`src/rtl/logic_issue_ctrl.sv`:
```
// Issue/writeback controller for the logic functional unit: decode -> unit -> writeback.
// Define LOGIC_ISSUE_PERF_EN to build the saturating issued-op counter on perf_count.
module logic_issue_ctrl #(
  parameter int unsigned WIDTH     = 32,
  parameter logic [3:0]  LOGIC_OPC = 4'b0110,
  parameter int unsigned DEST_W    = 4
) (
  input  logic              clk,
  input  logic              rst_n,
  input  logic              in_valid,
  output logic              in_ready,
  input  logic [15:0]       in_inst,
  input  logic [WIDTH-1:0]  in_value_c,
  input  logic [WIDTH-1:0]  in_value_a,
  input  logic [DEST_W-1:0] in_dest,
  output logic              fu_en,
  output logic [WIDTH-1:0]  fu_value_c,
  output logic [WIDTH-1:0]  fu_value_a,
  output logic [2:0]        fu_control,
  input  logic [WIDTH-1:0]  fu_result,
  output logic              out_valid,
  input  logic              out_ready,
  output logic [WIDTH-1:0]  out_result,
  output logic [DEST_W-1:0] out_dest,
  output logic              out_illegal,
  output logic [15:0]       perf_count
);

  typedef enum logic [1:0] {StIdle, StExec, StDone} state_e;

  state_e            state_q, state_d;
  logic [2:0]        ctrl_q, ctrl_d;
  logic              legal_q, legal_d;
  logic [WIDTH-1:0]  value_c_q, value_c_d;
  logic [WIDTH-1:0]  value_a_q, value_a_d;
  logic [DEST_W-1:0] dest_q, dest_d;
  logic [WIDTH-1:0]  result_q, result_d;
  logic [DEST_W-1:0] out_dest_q, out_dest_d;
  logic              illegal_q, illegal_d;
  logic              accept;
  logic              in_legal;
  logic              unused_inst;

  assign unused_inst = ^in_inst[11:3];

  assign in_ready = (state_q == StIdle) | ((state_q == StDone) & out_ready);
  assign accept   = in_valid & in_ready;
  assign in_legal = (in_inst[15:12] == LOGIC_OPC) & (in_inst[2:0] >= 3'b010);

  always_comb begin
    state_d    = state_q;
    ctrl_d     = ctrl_q;
    legal_d    = legal_q;
    value_c_d  = value_c_q;
    value_a_d  = value_a_q;
    dest_d     = dest_q;
    result_d   = result_q;
    out_dest_d = out_dest_q;
    illegal_d  = illegal_q;
    fu_en      = 1'b0;
    fu_value_c = '0;
    fu_value_a = '0;
    fu_control = 3'b000;
    out_valid  = 1'b0;

    // Operand latches are separate from the output registers, so a new op can be
    // accepted from DONE while the previous result is still being presented.
    if (accept) begin
      ctrl_d    = in_inst[2:0];
      legal_d   = in_legal;
      value_c_d = in_value_c;
      value_a_d = in_value_a;
      dest_d    = in_dest;
    end

    unique case (state_q)
      StIdle: begin
        if (accept) state_d = StExec;
      end
      StExec: begin
        fu_en = legal_q;
        if (legal_q) begin
          fu_value_c = value_c_q;
          fu_value_a = value_a_q;
          fu_control = ctrl_q;
        end
        result_d   = legal_q ? fu_result : '0;
        out_dest_d = dest_q;
        illegal_d  = ~legal_q;
        state_d    = StDone;
      end
      StDone: begin
        out_valid = 1'b1;
        if (out_ready) state_d = accept ? StExec : StIdle;
      end
      default: state_d = StIdle;
    endcase
  end

  always_ff @(posedge clk or negedge rst_n) begin
    if (!rst_n) begin
      state_q    <= StIdle;
      ctrl_q     <= 3'b000;
      legal_q    <= 1'b0;
      value_c_q  <= '0;
      value_a_q  <= '0;
      dest_q     <= '0;
      result_q   <= '0;
      out_dest_q <= '0;
      illegal_q  <= 1'b0;
    end else begin
      state_q    <= state_d;
      ctrl_q     <= ctrl_d;
      legal_q    <= legal_d;
      value_c_q  <= value_c_d;
      value_a_q  <= value_a_d;
      dest_q     <= dest_d;
      result_q   <= result_d;
      out_dest_q <= out_dest_d;
      illegal_q  <= illegal_d;
    end
  end

  assign out_result  = result_q;
  assign out_dest    = out_dest_q;
  assign out_illegal = illegal_q;

`ifdef LOGIC_ISSUE_PERF_EN
  logic [15:0] perf_q, perf_d;

  always_comb begin
    perf_d = perf_q;
    if ((state_q == StExec) && legal_q && (perf_q != 16'hFFFF)) perf_d = perf_q + 16'd1;
  end

  always_ff @(posedge clk or negedge rst_n) begin
    if (!rst_n) perf_q <= 16'd0;
    else        perf_q <= perf_d;
  end

  assign perf_count = perf_q;
`else
  assign perf_count = 16'd0;
`endif

endmodule

```
`config.mk`:
```
export PLATFORM = sky130hd
export DESIGN_NAME = logic_issue_ctrl
export DESIGN_NICKNAME = d
export VERILOG_FILES = /design/src/rtl/logic_issue_ctrl.sv
export SDC_FILE = /design/constraint.sdc
export NUM_CORES = 1
export LEC_CHECK = 0
export CORE_ASPECT_RATIO = 0.75
export CORE_MARGIN = 2
export CORE_UTILIZATION = 45
export CTS_CLUSTER_DIAMETER = 120
export DETAILED_ROUTE_END_ITERATION = 10
export DONT_BUFFER_PORTS = 1
export SYNTH_ARGS = -nofsm -noshare
export SYNTH_HDL_FRONTEND = slang
export SYNTH_SLANG_ARGS = --single-unit
```
`constraint.sdc`:
```
create_clock -name clk -period 3.4 [get_ports clk]
set_input_delay 0.68 -clock clk [delete_from_list [all_inputs] [get_ports clk]]
set_output_delay 0.68 -clock clk [all_outputs]
set_load 0.05 [all_outputs]
```
Word level (Yosys, flattened, before mapping). Cells that the tools add are included.

Reductions and logical operators: 2. $lt $le $gt $ge: 1. Equality and inequality tests: 5. Bitwise gates (word level): 5. Muxes and demuxes: 13.

Operator list (number): 32-bit two-way mux (5); 3-bit two-way mux (2); 2-bit one-hot mux with 3 select lines (1); 4-bit by 3-bit == test with 1-bit output, second input constant (1); 2-bit two-way mux (2); 2-bit != test, second input constant (2); 1-bit bitwise AND (3); 3-bit by 2-bit greater-or-equal comparator with 1-bit output, second input constant (1); 1-bit two-way mux (3); 2-bit by 1-bit == test with 1-bit output, second input constant (1); 2-bit == test, second input constant (1); 2-bit logical NOT (1); 2-bit AND reduction (1); 1-bit NOT (1); 1-bit bitwise OR (1).

Register bits: 111. Logic and storage cells: 35. Output and inout port bits: 123.

Longest topological paths before layout. Gate-level depths: netlist (run 1).

Word-level depth: 7. Mapped depth: 5.

Worst setup path before layout (run 1). Ideal clock, no wire load.

Path kind: register -> output. Start point: register state_q[1]. End point: output fu_value_c[12]. Slack: 1.298 ns. Arrival: 1.422 ns. Buffers on the path: 1. Stages on the path, launching flop included: 5. Cells stage by stage: dfrtp_1 > nand2b_1 > nor2_1 > buf_2 > and2_1.

Word-level cells in the longest chain between the ends: 2.

RTL lines: start, declared (line 31) `state_e state_q, state_d;`; start signal, assigned (line 102) `state_q <= StIdle;`; start signal, assigned (line 112) `state_q <= state_d;`; 2-bit by 1-bit == test with 1-bit output (line 76) `unique case (state_q)`; 32-bit two-way mux (line 76); end, declared (line 17) `output logic [WIDTH-1:0] fu_value_c,`.

No other way between the ends.

Final worst setup path (run 1).
Start point: register state_q[1]. End point: output fu_value_a[21].

Word-level cells in the longest chain between the ends: 2.

RTL lines: 2-bit by 1-bit == test with 1-bit output (line 76); 32-bit two-way mux (line 76); end, declared (line 18) `output logic [WIDTH-1:0] fu_value_a,`.

No other way between the ends.

==> qor.yml, run 1 <==
status:
  outcome: "completed"
synth:
  synth_top_cell_area_share_pct: 55.09
  synth.area.top_cells: "dfrtp_1 (55%), mux2_4 (20%), and2_1 (8.3%)"
  synth_top_cell_by_area: "dfrtp_1"
  syn_area_per_cell_sq_um: 14.87
  synthMostInstantiatedCell: "dfrtp_1"
  syn_area_sq_mm: 0.005042
  synth-edff-count: 0
  ys_top_cells_by_count: "dfrtp_1 (111), mux2_4 (68), and2_1 (67)"
  ys_types: 22
  synth_seq_cells: 111
  synthCells: 339
  ys_seq_area_share_pct: 55.09
  ys_async_sr_fraction_pct: 100.0
  yosys_warnings: 0
  dominantRegCellSynth: "dfrtp_1"
sta:
  fin_worst_skew_ns: 0.007165
  maxSlewViolCount: 0
  layout_worst_path_cycle_share_pct: 80.95
  rsz0062_at_grt: "no"
  fin_ws_ns: 0.6476
  setup_violations: 0
  fin_setup_tns_ns: 0
  hold_viol: 0
  relSlewSlack_pct: 34.61
  worst_pin_slew_ns: 0.9789
  fmax_mhz: 363.3
  period_minus_slack_ns: 2.752
power_and_ir_drop:
  irDropWorstVdd_uv: 287.6
  power_density_mw_per_mm2: 579.6
  p_leak_nw: 2.957
  finalPower_mw: 3.645
clock_tree:
  cts_sinks: 111
  clk_pin_slew_worst_paths_ns: 0.07
  clock-root-buffer: "clkbuf_16"
  clockBufferDepth: 2
  post_cts_buffers: 0
  worstSkewPairLatency_ns: 0.34
  h-tree-depth: 3
  cts_resized: 0
  cts_tree: "done"
  hold_buffers: 0
  cts-buffers-inserted: 9
worst_setup_path:
  r2r_end: "value_a_q[30]"
  critPathMaxFanout: 35
  worst-path-stages: 5
  worstSetupEndpointType: "output pin"
  crit_path_end: "fu_value_a[21]"
  reg2regPathDepth: 4
  cp-startpoint: "state_q[1]"
  ff2ff_setup_slack_ns: 1.54
  crit_path_frequent_cell: "buf_4"
  max_stage_delay_ns: 0.40
  crit_path_start_kind: "flip-flop"
  path_class: "flip-flop to output pin"
  cp_cell_sequence: "nand2b_2, nor2_4, buf_4, and2_1, buf_4"
  cp_num_buf_inv: 2
  critical_path_arrival_ns: 2.07
  cp_data_required_time_ns: 2.72
  slowest_stage: "dfrtp_1"
  path_delay_family: "simple AND/OR/NAND/NOR gates"
  timing.rr.start: "state_q[1]"
layout:
  areaGrowthSynthToFinish_pct: 24.74
  nFillCells: 874
  multi_input_area_sq_mm: 0.001962
  drive_gt1_share_pct: 40.69
  final_core_util_pct: 57.48
  regArea_sq_mm: 0.002778
  final_nets: 518
  n_antenna_cell: 0
  final_area_sq_mm: 0.006290
run:
  maxCapViolations: 0
global_routing:
  grt_max_degree: 112
  antenna_found_initial: 0
  grt_pass1_vias: 2926
  grt_pass1_wl_um: 15990
  grt_usage_pct: 17.20
  gr-total-overflow: 0
place:
  post-place-ws_ns: 0.9887
  gp_congestion: 0.6902
  hpwl_um: 7294
  postPlaceCellArea_sq_mm: 0.006001
  portBuffers: 0
die:
  start_util_pct: 46.08
  dieArea_sq_mm: 0.01208
  die_w_um: 126.2
  rows: 33
  die_h_um: 95.68
  core_area_sq_mm: 0.01094
  ios: 243
drt:
  drt-initial-drc-count: 110
  vias: 2754
  viasPerCell: 5.072
  drc: 0
  ant_nets: 0
  drt_wl_total_um: 10640
  wire_per_inst_um: 19.59
  firstDrtPassIters: 4
worst_hold_path:
  hold_class: "input port to asynchronous set/reset pin"
-- registers in the layout (all words and copies together), names as in the netlist --
name         flops
out_dest         4
out_illegal      1
value_c_q       32
out_result      32
legal_q          1
value_a_q       32
dest_q           4
state_q          2
ctrl_q           3
-- placed cells by master, fill, tap and decap left out --
master      count
nor2b_4         1
nor2b_1         1
o21ai_0         1
nor3b_4         1
or2b_1          1
mux2i_1         1
and2_1         67
buf_12         43
nor2_4          1
a21oi_1         1
clkbuf_8        1
nor2_1          2
mux2_2          4
clkinvlp_4      2
conb_1         16
a22o_1         32
inv_1           2
buf_4          29
o2111ai_1       1
mux2_4         68
dfrtp_1       111
clkinv_4        1
nand2b_2        1
clkbuf_16       9
mux2_1          3
inv_6           3
-- metal layers --
| layer | global-route usage (%) | part of all wire (%) |
|---|---|---|
| met5 | 0 | 0 |
| met2 | 27.51 | 49 |
| met4 | 4.121 | 0.82 |
| met3 | 7.239 | 9.7 |
| met1 | 21.91 | 41 |
-- area by class of cell --
type	instances	area share (%)
sequential	111	44.16
multi-input combinational	202	31.19
timing repair buffer	72	17.15
clock buffer	10	3.799
tap	140	2.785
clock inverter	6	0.7957
inverter	2	0.1194
-- where the power goes --
group	internal (mW)	switching (mW)	total (mW)
Sequential	1.59	0.354	1.95
Combinational	0.410	0.277	0.687
Clock	0.527	0.485	1.01
-- logic make-up after synthesis --
logic type | Yosys count | share of synthesized area [%]
and+or+nand+nor | 75 | 9.578
DFF | 111 | 55.09
other | 1 | 0.07437
AOI/OAI and AO/OA | 35 | 5.930
muxes | 76 | 22.01
buffers and inverters | 41 | 7.320
-- per-stage QoR --
| step | hold WS, ns | instances |
|---|---|---|
| after floorplan | 0.3844 | 354 |
| after global placement | 0.3877 | 527 |
| after detailed placement | 0.3873 | 527 |
| after CTS | 0.01482 | 543 |
| after global routing | 0.004917 | 543 |
| final | 0.02761 | 543 |
-- worst min-delay path by stage --
| stage | from | endpoint | slack, ns | depth (start not counted) |
|---|---|---|---|---|
| finish | rst_n | value_a_q[23] | 0.03 | 0 |
| CTS | rst_n | value_c_q[27] | 0.01 | 0 |
| floorplan | rst_n | ctrl_q[0] | 0.38 | 0 |
| global placement | rst_n | value_a_q[25] | 0.39 | 0 |
| detailed placement | rst_n | value_a_q[25] | 0.39 | 0 |
| global route | rst_n | value_a_q[23] | 0.005 | 0 |
Power figures use the tool's default switching activity.
==> run 2, diff against run 1 <==
clock period = 2.3 ns   (was 3.4 ns; I/O delays follow)
==> run 2 against run 1 <==
Against the previous run:
- the flow now finishes with violations (negative hold slack)
- final cell count up 0.55%
- register-to-register slack worse by 0.99 ns
- utilization is 3.3 points higher
- sequential power is 47% higher
- clock power is 52% higher
- clock-buffer cell count down 1
- first-iteration DRC count decreased by 8.2%
- via count increased by 1.2%
- sequential share of layout area is 2.4 points lower
- clock skew is 0.0011 ns higher
- die area is the same
- critical path type unchanged
- largest cell class unchanged
- largest power group unchanged
- highest routed layer unchanged
==> qor.yml, run 2 (same netlist as run 1, synthesis figures left out) <==
run:
  maxCapViolations: 0  # unchanged
global_routing:
  grt_pass1_vias: 2900  # -0.89%
  grt_max_degree: 112  # unchanged
  antenna_found_initial: 1  # +1
  grt_pass1_wl_um: 16060  # +0.48%
  gr-total-overflow: 0  # unchanged
  grt_usage_pct: 17.28  # +0.087 points
place:
  gp_congestion: 0.6943  # +0.59%
  dpl.cell_count: 530  # +0.57%
  hpwl_um: 7479  # +2.5%
  portBuffers: 0  # unchanged
worst_setup_path:
  cp_cell_sequence: "nand2b_2, nor2_4, buf_12, and2_1, buf_12"
  worstSetupEndpointType: "output pin"
  critical_path_arrival_ns: 1.76  # -0.31 ns
  slowest_stage: "dfrtp_1"
  critPathMaxFanout: 60  # +71%
  path_class: "flip-flop to output pin"
  cp_num_buf_inv: 2  # unchanged
  max_stage_delay_ns: 0.40  # about the same
  cp_data_required_time_ns: 1.84  # -0.88 ns
  path_delay_family: "simple AND/OR/NAND/NOR gates"
  crit_path_frequent_cell: "buf_12"
  crit_path_start_kind: "flip-flop"
sta:
  maxSlewViolCount: 0  # unchanged
  rsz0062_at_grt: "yes"
  fin_setup_tns_ns: 0  # unchanged
  fmax_mhz: 451.2
  whs_ns: -0.1875  # -0.2151 ns
  fin_worst_skew_ns: 0.008259  # +0.001094 ns
  hold_viol: 111  # +111
  relSlewSlack_pct: 63.03  # +28 points
  setup_violations: 0  # unchanged
  period_minus_slack_ns: 2.217
  layout_worst_path_cycle_share_pct: 96.37
  worst_pin_slew_ns: 0.5545  # -0.4244 ns
clock_tree:
  clock-root-buffer: "clkbuf_16"
  worstSkewPairLatency_ns: 0.34  # about the same
  h-tree-depth: 3  # unchanged
  cts_tree: "done"
  cts-buffers-inserted: 9  # unchanged
  cts_sinks: 111  # unchanged
  post_cts_buffers: 0  # unchanged
  clk_pin_slew_worst_paths_ns: 0.07  # about the same
  clockBufferDepth: 2  # unchanged
die:
  rows: 33  # unchanged
  core_area_sq_mm: 0.01094  # unchanged
  start_util_pct: 46.08  # unchanged
  dieArea_sq_mm: 0.01208  # unchanged
  ios: 243  # unchanged
  die_h_um: 95.68  # unchanged
  die_w_um: 126.2  # unchanged
status:
  outcome: "finished with violations"
  violations: "negative hold slack"
layout:
  finalNonFillerCells: 546  # +0.55%
  final_cell_mix: "dfrtp_1 (111), buf_12 (69), mux2_4 (68)"
  drive_gt1_share_pct: 40.99  # +0.29 points
  final_common_cell: "dfrtp_1"
  final_nets: 521  # +0.58%
  areaGrowthSynthToFinish_pct: 31.89
  final_core_util_pct: 60.78  # +3.3 points
drt:
  ant_nets: 0  # unchanged
  viasPerCell: 5.103  # +0.61%
  vias: 2786  # +1.2%
  firstDrtPassIters: 4  # unchanged
  drt_wl_total_um: 10730  # +0.85%
  wire_per_inst_um: 19.65  # +0.29%
  drt-initial-drc-count: 101  # -8.2%
  drc: 0  # unchanged
worst_hold_path:
  hold_class: "input port to asynchronous set/reset pin"
power_and_ir_drop:
  irDropWorstVdd_uv: 459.0  # +60%
  power_density_mw_per_mm2: 821.8  # +42%
  finalPower_mw: 5.465  # +50%
  p_leak_nw: 3.047  # +3.1%
==> run 2: cell types whose count changed in the layout (fill, tap and decap cells not counted), sizes merged <==
cell / change
buf: +3
bufinv: +1
clkbuf: -1
diode: +1
inv: -1
==> run 2: layout make-up <==
cell class	instances	area, sq um
antenna	1	2.502
inverter	2	7.507
timing repair buffer	75	1430
multi-input combinational	202	1962
fill	789	4292
tap	140	175.2
clock buffer	9	225.2
sequential	111	2778
clock inverter	6	70.07
==> run 2: metrics by stage <==
| stage | hold slack, ns | instance area (sq um) | setup WS (ns) |
|---|---|---|---|
| 2_1_floorplan | 0.1644 | 5099 | 0.4178 |
| 3_3_place_gp | 0.1674 | 6349 | 0.4231 |
| 3_5_place_dp | 0.1669 | 6349 | 0.4004 |
| 4_1_cts | -0.2060 | 6644 | 0.04221 |
| 5_1_grt | -0.2203 | 6650 | -0.01275 |
| 6_report | -0.1875 | 6650 | 0.08346 |
==> run 2: report_power, final <==
part / leakage [nW] / total (mW) / switching [mW] / internal, mW
registers: 1.37 / 2.87 / 0.518 / 2.35
logic: 1.54 / 1.05 / 0.418 / 0.635
clock network: 0.140 / 1.54 / 0.692 / 0.848
==> run 2: layer usage <==
metal / up-vias / wire (um) / global-route usage [%]
met5: - / 0 / 0
li1: 1245 / - / -
met2: 141 / 5167 / 27.06
met3: 6 / 1104 / 8.305
met4: 0 / 55 / 3.571
met1: 1394 / 4400 / 22.07
==> run 2: path summary, 6_finish.rpt <==
kind                       cells after the start        endpoint  slack [ns]          start
setup / recovery                               5  fu_value_c[13]        0.08     state_q[1]
hold / removal                                 0   value_a_q[28]       -0.19          rst_n
setup reg to reg                               4    value_a_q[4]        0.55     state_q[1]
hold reg to reg                                1    value_c_q[1]        0.48   value_c_q[1]
max in group asynchronous                      0    value_a_q[8]        2.37          rst_n
min in group clk                               1  out_result[24]        0.25  fu_result[24]
==> run 2: repair_timing <==
action | in CTS | in global routing
gates resized for setup | 0 | 1
endpoints found under the setup margin | 0 | 27
endpoints found under the hold margin | 111 | 111
